[src/rtl/e203_ifu_bht_2bc.sv]
// e203_ifu_bht_2bc: 2-bit saturating-counter BHT with sweep init and a bypassed 2-stage update pipe.
// Optional gshare indexing is enabled by defining E203_BHT_GSHARE_EN.
`default_nettype none

module e203_ifu_bht_2bc #(
  parameter int PC_SIZE = 32,
  parameter int IDX_W   = 7,
  parameter int GHR_W   = 7
) (
  input  logic               clock,
  input  logic               reset,
  input  logic               io_valid,
  input  logic [PC_SIZE-1:0] io_pc,
  output logic               io_takenPre,
  output logic               io_ready,
  input  logic               io_takenValid,
  input  logic               io_takenMiss,
  input  logic               io_exTakenPre,
  input  logic [PC_SIZE-1:0] io_takenPC,
  output logic [15:0]        bht_mis_cnt
);

  localparam int DEPTH = 1 << IDX_W;

  typedef enum logic [0:0] {
    ST_INIT = 1'b0,
    ST_RUN  = 1'b1
  } state_t;

  state_t           state_q;
  logic [IDX_W-1:0] sweep_ptr_q;
  logic             ready_q;

  logic [1:0]       ctr_q [DEPTH];

  logic             upd_vld_q, upd_vld_d;
  logic [IDX_W-1:0] upd_idx_q, upd_idx_d;
  logic             upd_dir_q, upd_dir_d;
  logic [15:0]      mis_cnt_q, mis_cnt_d;

  logic [IDX_W-1:0] w_hist;
  logic [IDX_W-1:0] w_q_idx;
  logic [IDX_W-1:0] w_u_idx;
  logic             w_accept;
  logic [1:0]       w_old;
  logic [1:0]       w_new;
  logic [1:0]       w_cval;
  logic             w_we;
  logic [IDX_W-1:0] w_widx;
  logic [1:0]       w_wdata;

  assign w_accept = io_takenValid & ready_q;

`ifdef E203_BHT_GSHARE_EN
  logic [GHR_W-1:0] ghr_q;

  always_ff @(posedge clock or posedge reset) begin
    if (reset) begin
      ghr_q <= '0;
    end else if (w_accept) begin
      ghr_q <= {ghr_q[GHR_W-2:0], io_exTakenPre};
    end
  end

  assign w_hist = IDX_W'(ghr_q);
`else
  logic unused_ghr_w;
  assign unused_ghr_w = (GHR_W > IDX_W);
  assign w_hist       = '0;
`endif

  assign w_q_idx = io_pc[IDX_W:1] ^ w_hist;
  assign w_u_idx = io_takenPC[IDX_W:1] ^ w_hist;

  // Sweep FSM: one entry per cycle, ready raised the cycle after the last entry is written.
  always_ff @(posedge clock or posedge reset) begin
    if (reset) begin
      state_q     <= ST_INIT;
      sweep_ptr_q <= '0;
      ready_q     <= 1'b0;
    end else begin
      case (state_q)
        ST_INIT: begin
          sweep_ptr_q <= sweep_ptr_q + 1'b1;
          if (sweep_ptr_q == '1) begin
            state_q <= ST_RUN;
            ready_q <= 1'b1;
          end
        end
        ST_RUN: begin
          ready_q <= 1'b1;
        end
        default: begin
          state_q     <= ST_INIT;
          sweep_ptr_q <= '0;
          ready_q     <= 1'b0;
        end
      endcase
    end
  end

  always_comb begin
    upd_vld_d = w_accept;
    upd_idx_d = upd_idx_q;
    upd_dir_d = upd_dir_q;
    mis_cnt_d = mis_cnt_q;
    if (w_accept) begin
      upd_idx_d = w_u_idx;
      upd_dir_d = io_exTakenPre;
      if (io_takenMiss) begin
        mis_cnt_d = mis_cnt_q + 16'd1;
      end
    end
  end

  always_ff @(posedge clock or posedge reset) begin
    if (reset) begin
      upd_vld_q <= 1'b0;
      upd_idx_q <= '0;
      upd_dir_q <= 1'b0;
      mis_cnt_q <= '0;
    end else begin
      upd_vld_q <= upd_vld_d;
      upd_idx_q <= upd_idx_d;
      upd_dir_q <= upd_dir_d;
      mis_cnt_q <= mis_cnt_d;
    end
  end

  assign w_old = ctr_q[upd_idx_q];

  always_comb begin
    w_new = w_old;
    if (upd_dir_q) begin
      if (w_old != 2'b11) w_new = w_old + 2'd1;
    end else begin
      if (w_old != 2'b00) w_new = w_old - 2'd1;
    end
  end

  // Sweep and training never overlap: captures need ready, which only rises in RUN.
  always_comb begin
    w_we    = 1'b0;
    w_widx  = upd_idx_q;
    w_wdata = w_new;
    if (state_q == ST_INIT) begin
      w_we    = 1'b1;
      w_widx  = sweep_ptr_q;
      w_wdata = 2'b01;
    end else if (upd_vld_q) begin
      w_we = 1'b1;
    end
  end

  always_ff @(posedge clock) begin
    if (w_we) begin
      ctr_q[w_widx] <= w_wdata;
    end
  end

  assign w_cval = (upd_vld_q && (upd_idx_q == w_q_idx)) ? w_new : ctr_q[w_q_idx];

  assign io_takenPre = io_valid & ready_q & w_cval[1];
  assign io_ready    = ready_q;
  assign bht_mis_cnt = mis_cnt_q;

  logic unused_pc_bits;
  assign unused_pc_bits = ^{io_pc[PC_SIZE-1:IDX_W+1], io_pc[0],
                            io_takenPC[PC_SIZE-1:IDX_W+1], io_takenPC[0]};

endmodule

`default_nettype wire

[config.mk]
export PLATFORM = sky130hd
export DESIGN_NAME = e203_ifu_bht_2bc
export DESIGN_NICKNAME = d
export VERILOG_FILES = /design/src/rtl/e203_ifu_bht_2bc.sv
export SDC_FILE = /design/constraint.sdc
export NUM_CORES = 1
export LEC_CHECK = 0
export BUFFER_PORTS_ARGS = -buffer_cell sky130_fd_sc_hd__buf_2
export CORE_ASPECT_RATIO = 1.25
export CORE_MARGIN = 5
export CORE_UTILIZATION = 55
export CTS_BUF_LIST = sky130_fd_sc_hd__clkbuf_8
export CTS_CLUSTER_SIZE = 10
export DETAILED_ROUTE_END_ITERATION = 6
export PLACE_DENSITY_LB_ADDON = 0.08
export SETUP_SLACK_MARGIN = 0.4
export SLEW_MARGIN = 20
export SYNTH_ARGS = -nofsm -noshare
export SYNTH_HDL_FRONTEND = slang
export SYNTH_SLANG_ARGS = --single-unit
[constraint.sdc]
create_clock -name clock -period 7.55 [get_ports clock]
set_clock_uncertainty 0.1 [all_clocks]
set_input_delay 0 -clock clock [delete_from_list [all_inputs] [get_ports clock]]
set_output_delay 0 -clock clock [all_outputs]
set_load 0.01 [all_outputs]
### After elaboration in Yosys (flattened, before gate mapping)

Memory sizes are Yosys's and may differ from the RTL's.
Cells that the tools add are included.

| storage, ports and cells | value |
|---|---|
| RAM bits | 256 |
| register bits | 34 |
| logic and storage cells | 37 |
| memories | 1 |

Memory list:

| memory | depth | bits a word | read ports | clocked after Yosys merged registers in | write ports | RTL line | source |
|---|---|---|---|---|---|---|---|
| ctr_q | 128 | 2 | 2 | 0 | 1 | 34 | `logic [1:0] ctr_q [DEPTH];` |

| operators by class | value |
|---|---|
| $add $sub $neg | 4 |
| bitwise gates (word level) | 4 |
| muxes and demuxes | 14 |
| reductions and logical operators | 3 |
| eq/ne operators | 4 |

Operators by type and width:

| operator | number |
|---|---|
| adder 16 x 1 -> 16 bit, second input constant | 1 |
| 2-to-1 mux 2 bit | 5 |
| adder 7 x 1 -> 7 bit, second input constant | 1 |
| == test 7 bit | 1 |
| == test 7 bit, second input constant | 1 |
| 2-to-1 mux 1 bit | 7 |
| 2-to-1 mux 7 bit | 1 |
| != test 2 bit, second input constant | 2 |
| bitwise AND 1 bit | 3 |
| adder 2 x 1 -> 2 bit, second input constant | 1 |
| case mux 1 bit (2 select lines) | 1 |
| AND reduction 2 bit | 1 |
| nonzero test 2 bit | 1 |
| subtractor 2 x 1 -> 2 bit, second input constant | 1 |
| logical AND 1 bit | 1 |
| NOT 1 bit | 1 |

### Logic depth before layout (Yosys ltp)

Gate-level depths: netlist of run 1.
An unclocked memory read counts as a cell.

| logic depth | value |
|---|---|
| depth after elaboration | 6 |
| mapped depth | 11 |
| mapped depth without buffers | 8 |

### Worst setup path after synthesis of run 1

Ideal clock, no wire load.

| timing path | value |
|---|---|
| kind | reg2reg |
| start point | reg upd_idx_q[0] |
| end point | mem ctr_q[0][1] (data pin) |
| setup time | 0.796 ns |
| required time | 6.654 ns |
| arrival time | 4.962 ns |
| period minus slack after synthesis | 5.858 ns |
| path buffers | 1 |
| slack | 1.692 ns |
| stages on the path, launching flop included | 10 |
| cell sequence | dfrtp_1 buf_6 mux4_1 mux2i_1 a221o_1 a211oi_1 a41oi_1 and3_1 maj3_1 nor2_1 |

| on the way | value |
|---|---|
| word-level cells in the longest chain between the ends | 5 |
| elaborated cells on any way between the ends | 9 |
| those cells by class | add/sub: 2; eq/ne: 1; mux: 4; reduce/logical: 1; memory: 1 |

Ends and longest elaborated chain:

| element | RTL line | source |
|---|---|---|
| start, declared | 37 | `logic [IDX_W-1:0] upd_idx_q, upd_idx_d;` |
| start signal, assigned | 124 | `upd_idx_q <= upd_idx_d;` |
| memory (128 x 2 bit) (*) | -- |  |
| subtractor 2 x 1 -> 2 bit, or another cell as far along | 137 | `if (w_old != 2'b00) w_new = w_old - 2'd1;` |
| 2-to-1 mux 2 bit (on tied branches) | 137, 135 |  |
| 2-to-1 mux 2 bit (*) | 134 | `if (upd_dir_q) begin` |
| 2-to-1 mux 2 bit (*) | 146 | `if (state_q == ST_INIT) begin` |
| via w_wdata[1] | 50 | `logic [1:0] w_wdata;` |
| end, declared | 34 |  |

The timed path passes the listed nets; every way through them passes the cells marked *.

### Worst setup path after layout of run 1

| timing path | value |
|---|---|
| start point | reg upd_idx_q[0] |
| end point | mem ctr_q[112][1] (data pin) |

The elaborated chain is that of the path after synthesis.

==> run metrics, run 1 <==
gp weighted congestion 0.868; top_reg_cell synth edfxtp_1; pwr/cell area about 200 nW/µm²; final setup TNS 0 ns; met1 WL roughly 12000 µm; LEAKAGE 0.00458 µW; CTS Hold Buffers Added 17; Max Slew Vio Count 0; Routed WL 31800 µm; hold slack 0.0142 ns; Vias between 7000 and 8000; fin crit period 4.83 ns; crit path from upd_idx_q[0]$_DFFE_PP0P_; Post-route DRC 0; WL met3 between 2000 and 3000 µm; Final Hold Fails 0; first-pass GRT wire length 48200 µm; syn_area_per_cell 16.1 µm²; Synth cell types 55; fin worst setup slack 2.72 ns; maximum vdd drop 133 µV; wire per inst about 25 µm; Synth async-reset ratio 11.7%; Clk Tree Root Cell clkbuf_8; Setup-failing EPs final 0; worst skew pair latency 0.55 ns; initial core utilization 55.8%; Worst Hold Class input pin to asynchronous set/reset pin; critical path launch point type register; Post-CTS Setup Bufs 0; Max Root-Sink Buffers 3; cts repair resizes 0; mapped cell area 13300 µm²; worst reg2reg path startpoint upd_idx_q[0]$_DFFE_PP0P_; Max Freq 0.207 GHz; Total GRT Usage 23.8%; maxcap violations 0; # clock sinks 290; number of port buffers 37; Top Ports 88; DR vias/cell 6.21; htree depth 2; Area Overhead vs Synth 10.8%; die area 27400 µm²; most frequent cells in the layout edfxtp_1 (256), nor2_1 (142), mux4_2 (88); Core ar. 23800 µm²; EDFF count, synth 256; number of fillers in the final layout between 1500 and 2000; clock slew at reported path FFs 0.06 ns; Pre-antenna DRT Iters 5; TritonCTS Buffers 44; status finished clean; Least-Margin Pin Slew 1.17 ns; CTS tree built; YS warnings 0; remaining antenna violation count 0; Top Layer Used met4; largest net degree at the start of global routing about 130; Yosys reg bits 290; Placed Instance Area 13700 µm²; die span in y between 150 and 200 µm; post-layout util between 60 and 70%; Final Cell Area 14700 µm²; CP arrival ~5 ns; layout cell share with drive strength beyond 1 22.4%; row count 63; initial antenna violation count 0; Synth Instances 827; Ant. Diodes 0; unrepaired setup endpoints after global routing false; commonest non-fill, non-tap cell in the layout edfxtp_1; WS Path Type register to register; syn nets 899; Die Wd 149 µm; pre-CTS setup slack 2.27 ns; fin nets 962; Worst EP required 7.74 ns; Iter 0 DRT Violations just under 900; dpl hpwl 19500 µm; largest fanout on the critical path 47; CP Capture Type register; GRT Residual Overflow 0; met2 wire length 16300 µm; post-synthesis sequential area ratio 64.3%; relative slew slack 21.2%; vias in the first global route 8030; period utilization 63.9%
## worst paths after layout
kind,endpoint,slack (ns),cells past startpoint
setup / recovery,ctr_q[112][1]$_DFFE_PP_,2.72,10
hold / removal,upd_idx_q[6]$_DFFE_PP0P_,0.01,4
setup reg to reg,ctr_q[112][1]$_DFFE_PP_,2.72,10
hold reg to reg,bht_mis_cnt[15]$_DFFE_PP0P_,0.38,1
max in group asynchronous,upd_idx_q[0]$_DFFE_PP0P_,6.97,4
min in group clock,upd_idx_q[2]$_DFFE_PP0P_,0.11,4
## kinds of logic after synthesis
family	count (synthesis)	share of synthesized area [%]
adders and majority gates	4	0.349
and+or+nand+nor	274	8.63
DFF	290	64.3
muxes	135	20.2
AOI/OAI and AO/OA	39	2.15
buffers and inverters	57	2.48
xor gates and xnor gates	28	1.85
## worst max-delay path, stage by stage, from the launching register on
cell and delay, ns:
dfrtp_4 1.02, buf_4 0.58, mux4_1 0.33, mux2i_1 0.07
a221o_1 0.30, a211oi_1 0.38, a41oi_1 0.10, and3_1 0.20
maj3_1 0.44, nor2_4 0.47, buf_4 0.50
## stage by stage
step           instances  power, µW
2_1_floorplan        827       1780
3_3_place_gp        1150       1790
3_5_place_dp        1150       1800
4_1_cts             1246       3010
5_1_grt             1248       3100
6_report            1248       2990
## final cells by class
type                       instances  area (µm²)  area share, %
clock buffer                      47         647           4.39
clock inverter                    32         184           1.25
inverter                           9        33.8          0.230
multi-input combinational        480        4430           30.1
sequential                       290        8540           58.0
tap                              325         407           2.76
timing repair buffer              65         478           3.25
## layer usage
metal	global-route usage [%]	vias up
li1	-	3354
met1	31.8	3977
met2	40.6	347
met3	3.95	76
met4	7.11	0
met5	0	-
## flip-flops by register name (all words and copies together), names as in the netlist
| register | count |
|---|---|
| upd_idx_q | 7 |
| upd_vld_q | 1 |
| bht_mis_cnt | 16 |
| state_q | 1 |
| io_ready | 1 |
| ctr_q | 256 |
| upd_dir_q | 1 |
| sweep_ptr_q | 7 |
## power by group
| group | internal, µW | total (µW) | switching [µW] |
|---|---|---|---|
| Clock | 643 | 1230 | 583 |
| Combinational | 19.1 | 44.5 | 25.4 |
| Sequential | 1720 | 1720 | 0 |
## synthesized netlist by cell type (all sizes together) (3+ instances only)
cell type | instances | area, µm²
xor2 | 6 | 52.6
mux2 | 7 | 78.8
nor2 | 144 | 543
and3 | 5 | 36.3
o21ai | 8 | 40.0
xnor2 | 22 | 193
nand2 | 72 | 270
edfxtp | 256 | 7690
a21oi | 3 | 15.0
nor3 | 4 | 20.0
and2 | 3 | 18.8
inv | 8 | 30.0
mux2i | 26 | 260
nand2b | 4 | 25.0
clkbuf | 20 | 75.1
mux4 | 102 | 2350
nand4 | 7 | 43.8
dfrtp | 34 | 851
a32oi | 3 | 26.3
nor2b | 4 | 25.0
buf | 28 | 220
nand3 | 26 | 130
No activity file was read; power rests on OpenSTA's default activity.
==> run 2: changes to the inputs <==
Clock period 7.55 ns to 4.36 ns, I/O delays scaled along.
==> run 2 against run 1 <==
Compared with the run above:
- first-iteration DRC count decreased by 16%
- via count increased by 1.5%
- setup slack got worse by 2.1 ns
- highest routed layer unchanged
- largest power group unchanged
==> run metrics, run 2 (same netlist as run 1, synthesis figures left out) <==
status finished clean (unchanged); gp weighted congestion 0.867 (was 0.868); Placed Instance Area 13800 µm² (was 13700 µm²); Crit path largest cell delay 0.63 ns (was 1.02 ns); layout cell share with drive strength beyond 1 24.7% (was 22.4%); GRT Residual Overflow 0 (unchanged); commonest non-fill, non-tap cell in the layout edfxtp_1 (unchanged); Top Ports 88 (unchanged); CP Capture Type output port (was register); Psw 1080 µW (was 608 µW); Pre-antenna DRT Iters 5 (unchanged); Biggest register ctr_q (unchanged); max FFs per register 256 (unchanged); Core ar. 23800 µm² (unchanged); die area 27400 µm² (unchanged); Final Cell Area 15000 µm² (was 14700 µm²); final setup TNS 0 ns (unchanged); maximum vdd drop 309 µV (was 133 µV); htree depth 2 (unchanged); remaining antenna violation count 0 (unchanged); worst skew pair latency 0.55 ns (about the same); CTS tree built (unchanged); wire per inst 25.9 µm (was 25.5 µm); pwr/cell area 356 nW/µm² (was 203 nW/µm²); clock slew at reported path FFs 0.06 ns (about the same); critical path launch point type register (unchanged); TritonCTS Buffers 47 (was 44); Total GRT Usage 24.6% (was 23.8%); CP arrival 3.66 ns (was 5.01 ns); initial core utilization 55.8% (unchanged); maxcap violations 0 (unchanged); fin nets 986 (was 962); WS Path Type register to output port (was register to register); number of port buffers 37 (unchanged); Area Overhead vs Synth 12.6% (was 10.8%); Routed WL 33000 µm (was 31800 µm); # clock sinks 290 (unchanged); Int Pwr 4250 µW (was 2380 µW); Max Slew Vio Count 0 (unchanged); row count 63 (unchanged); Iter 0 DRT Violations 738 (was 880); DR vias/cell 6.18 (was 6.21); period utilization 86.3%; dpl hpwl 21100 µm (was 19500 µm); CP delay by family, top compound AO/OA/AOI/OAI gates (was buffers and inverters); initial antenna violation count 0 (unchanged); die span in y 184 µm (unchanged); Worst EP required 4.26 ns (was 7.74 ns); Ant. Diodes 0 (unchanged); fin crit period 3.76 ns; vias in the first global route 8291 (was 8030); largest net degree at the start of global routing 89 (was 129); sequential power share 56.0% (was 57.5%); Buf+Inv Stages, Crit Path 1 (was 2); Setup-failing EPs final 0 (unchanged); first-pass GRT wire length 49800 µm (was 48200 µm); LEAKAGE 0.00472 µW (was 0.00458 µW); Worst Hold Class input pin to register (was input pin to asynchronous set/reset pin); Vias 7870 (was 7754); Max Freq 0.266 GHz; crit path cell chain mux4_2, mux2i_1, a221o_1, a211oi_1, a41oi_1, and3_1, maj3_1, a21oi_1, buf_2 (was buf_4, mux4_1, mux2i_1, a221o_1, a211oi_1, a41oi_1, and3_1, maj3_1, nor2_4, buf_4); Post-route DRC 0 (unchanged); most frequent cells in the layout edfxtp_1 (256), nor2_1 (142), mux4_2 (88) (unchanged); CP max stage cell dfrtp_4 (unchanged); Die Wd 149 µm (unchanged); relative slew slack 25.7% (was 21.2%); unrepaired setup endpoints after global routing false (unchanged); Comb power frac 1.5% (about the same); Least-Margin Pin Slew 1.11 ns (was 1.17 ns); largest fanout on the critical path 12 (was 47); clock network power share 42.5% (was 41.0%); Sw Ratio 20.2% (was 20.3%); Max Root-Sink Buffers 3 (unchanged); Final Hold Fails 0 (unchanged); Clk Tree Root Cell clkbuf_8 (unchanged)
run 2: stage by stage:
step | hold slack (ns) | setup slack [ns] | power (µW) | utilization, % | std cells
after CTS | 0.119 | 0.564 | 5370 | 62.8 | 1273
after detailed placement | 0.0239 | 0.322 | 3110 | 58.2 | 1171
after global routing | 0.147 | 0.482 | 5520 | 62.8 | 1274
after floorplan | 0.0168 | 0.759 | 3080 | - | 827
final | 0.144 | 0.599 | 5330 | 62.8 | 1274
after global placement | 0.0134 | 0.463 | 3110 | 58.2 | 1171
run 2: final cells by class:
| type | instances | area, µm² |
|---|---|---|
| fill | 1833 | 8850 |
| sequential | 290 | 8540 |
| multi-input combinational | 480 | 4430 |
| clock buffer | 50 | 688 |
| timing repair buffer | 86 | 641 |
| tap | 325 | 407 |
| clock inverter | 34 | 215 |
| inverter | 9 | 33.8 |
run 2: path summary, 6_finish.rpt:
path                                             start                     endpoint  slack (ns)  depth (start not counted)
max reg2reg                   upd_idx_q[0]$_DFFE_PP0P_      ctr_q[121][0]$_DFFE_PP_        0.66                         11
min in group asynchronous                        reset          upd_vld_q$_DFF_PP0_        0.56                          5
min reg2reg                bht_mis_cnt[15]$_DFFE_PP0P_  bht_mis_cnt[15]$_DFFE_PP0P_        0.38                          1
max in group asynchronous                        reset     upd_idx_q[0]$_DFFE_PP0P_        3.26                          5
min                                      io_takenPC[2]     upd_idx_q[1]$_DFFE_PP0P_        0.14                          4
max                           upd_idx_q[0]$_DFFE_PP0P_                  io_takenPre        0.60                          9
run 2: power by group through the flow:
stage / Combinational (µW) / Sequential, µW / Clock, µW
2_1_floorplan: 44.4 / 3040 / 0
3_3_place_gp: 71.1 / 3040 / 0
3_5_place_dp: 71.1 / 3040 / 0
4_1_cts: 79.7 / 2980 / 2310
5_1_grt: 83.7 / 2980 / 2450
6_report: 79.2 / 2980 / 2260
run 2: routing by layer:
metal  track usage, %  routed length (µm)  up-vias
li1                 -                   -     3407
met1             32.2               12600     4028
met3             4.27                2550       61
met2             42.3               16900      374
met4             7.77                 957        0
met5                0                   0        -
run 2: worst register-to-register path: stages (launching register included):
cell and delay, ns:
dfrtp_4 0.64, buf_8 0.24, buf_4 0.26, mux4_2 0.54, nand2_1 0.08, a32oi_1 0.09
nand2_1 0.15, nand2_1 0.08, a311o_1 0.27, maj3_2 0.30, nand2b_4 0.29, buf_4 0.35
run 2: repair_timing:
action / CTS / global route
gates resized for setup: 0 / 0
hold buffers: 17 / 0
buffers inserted: 1 / 1
setup endpoints to repair: 101 / 28
endpoints found under the hold margin: 49 / 0
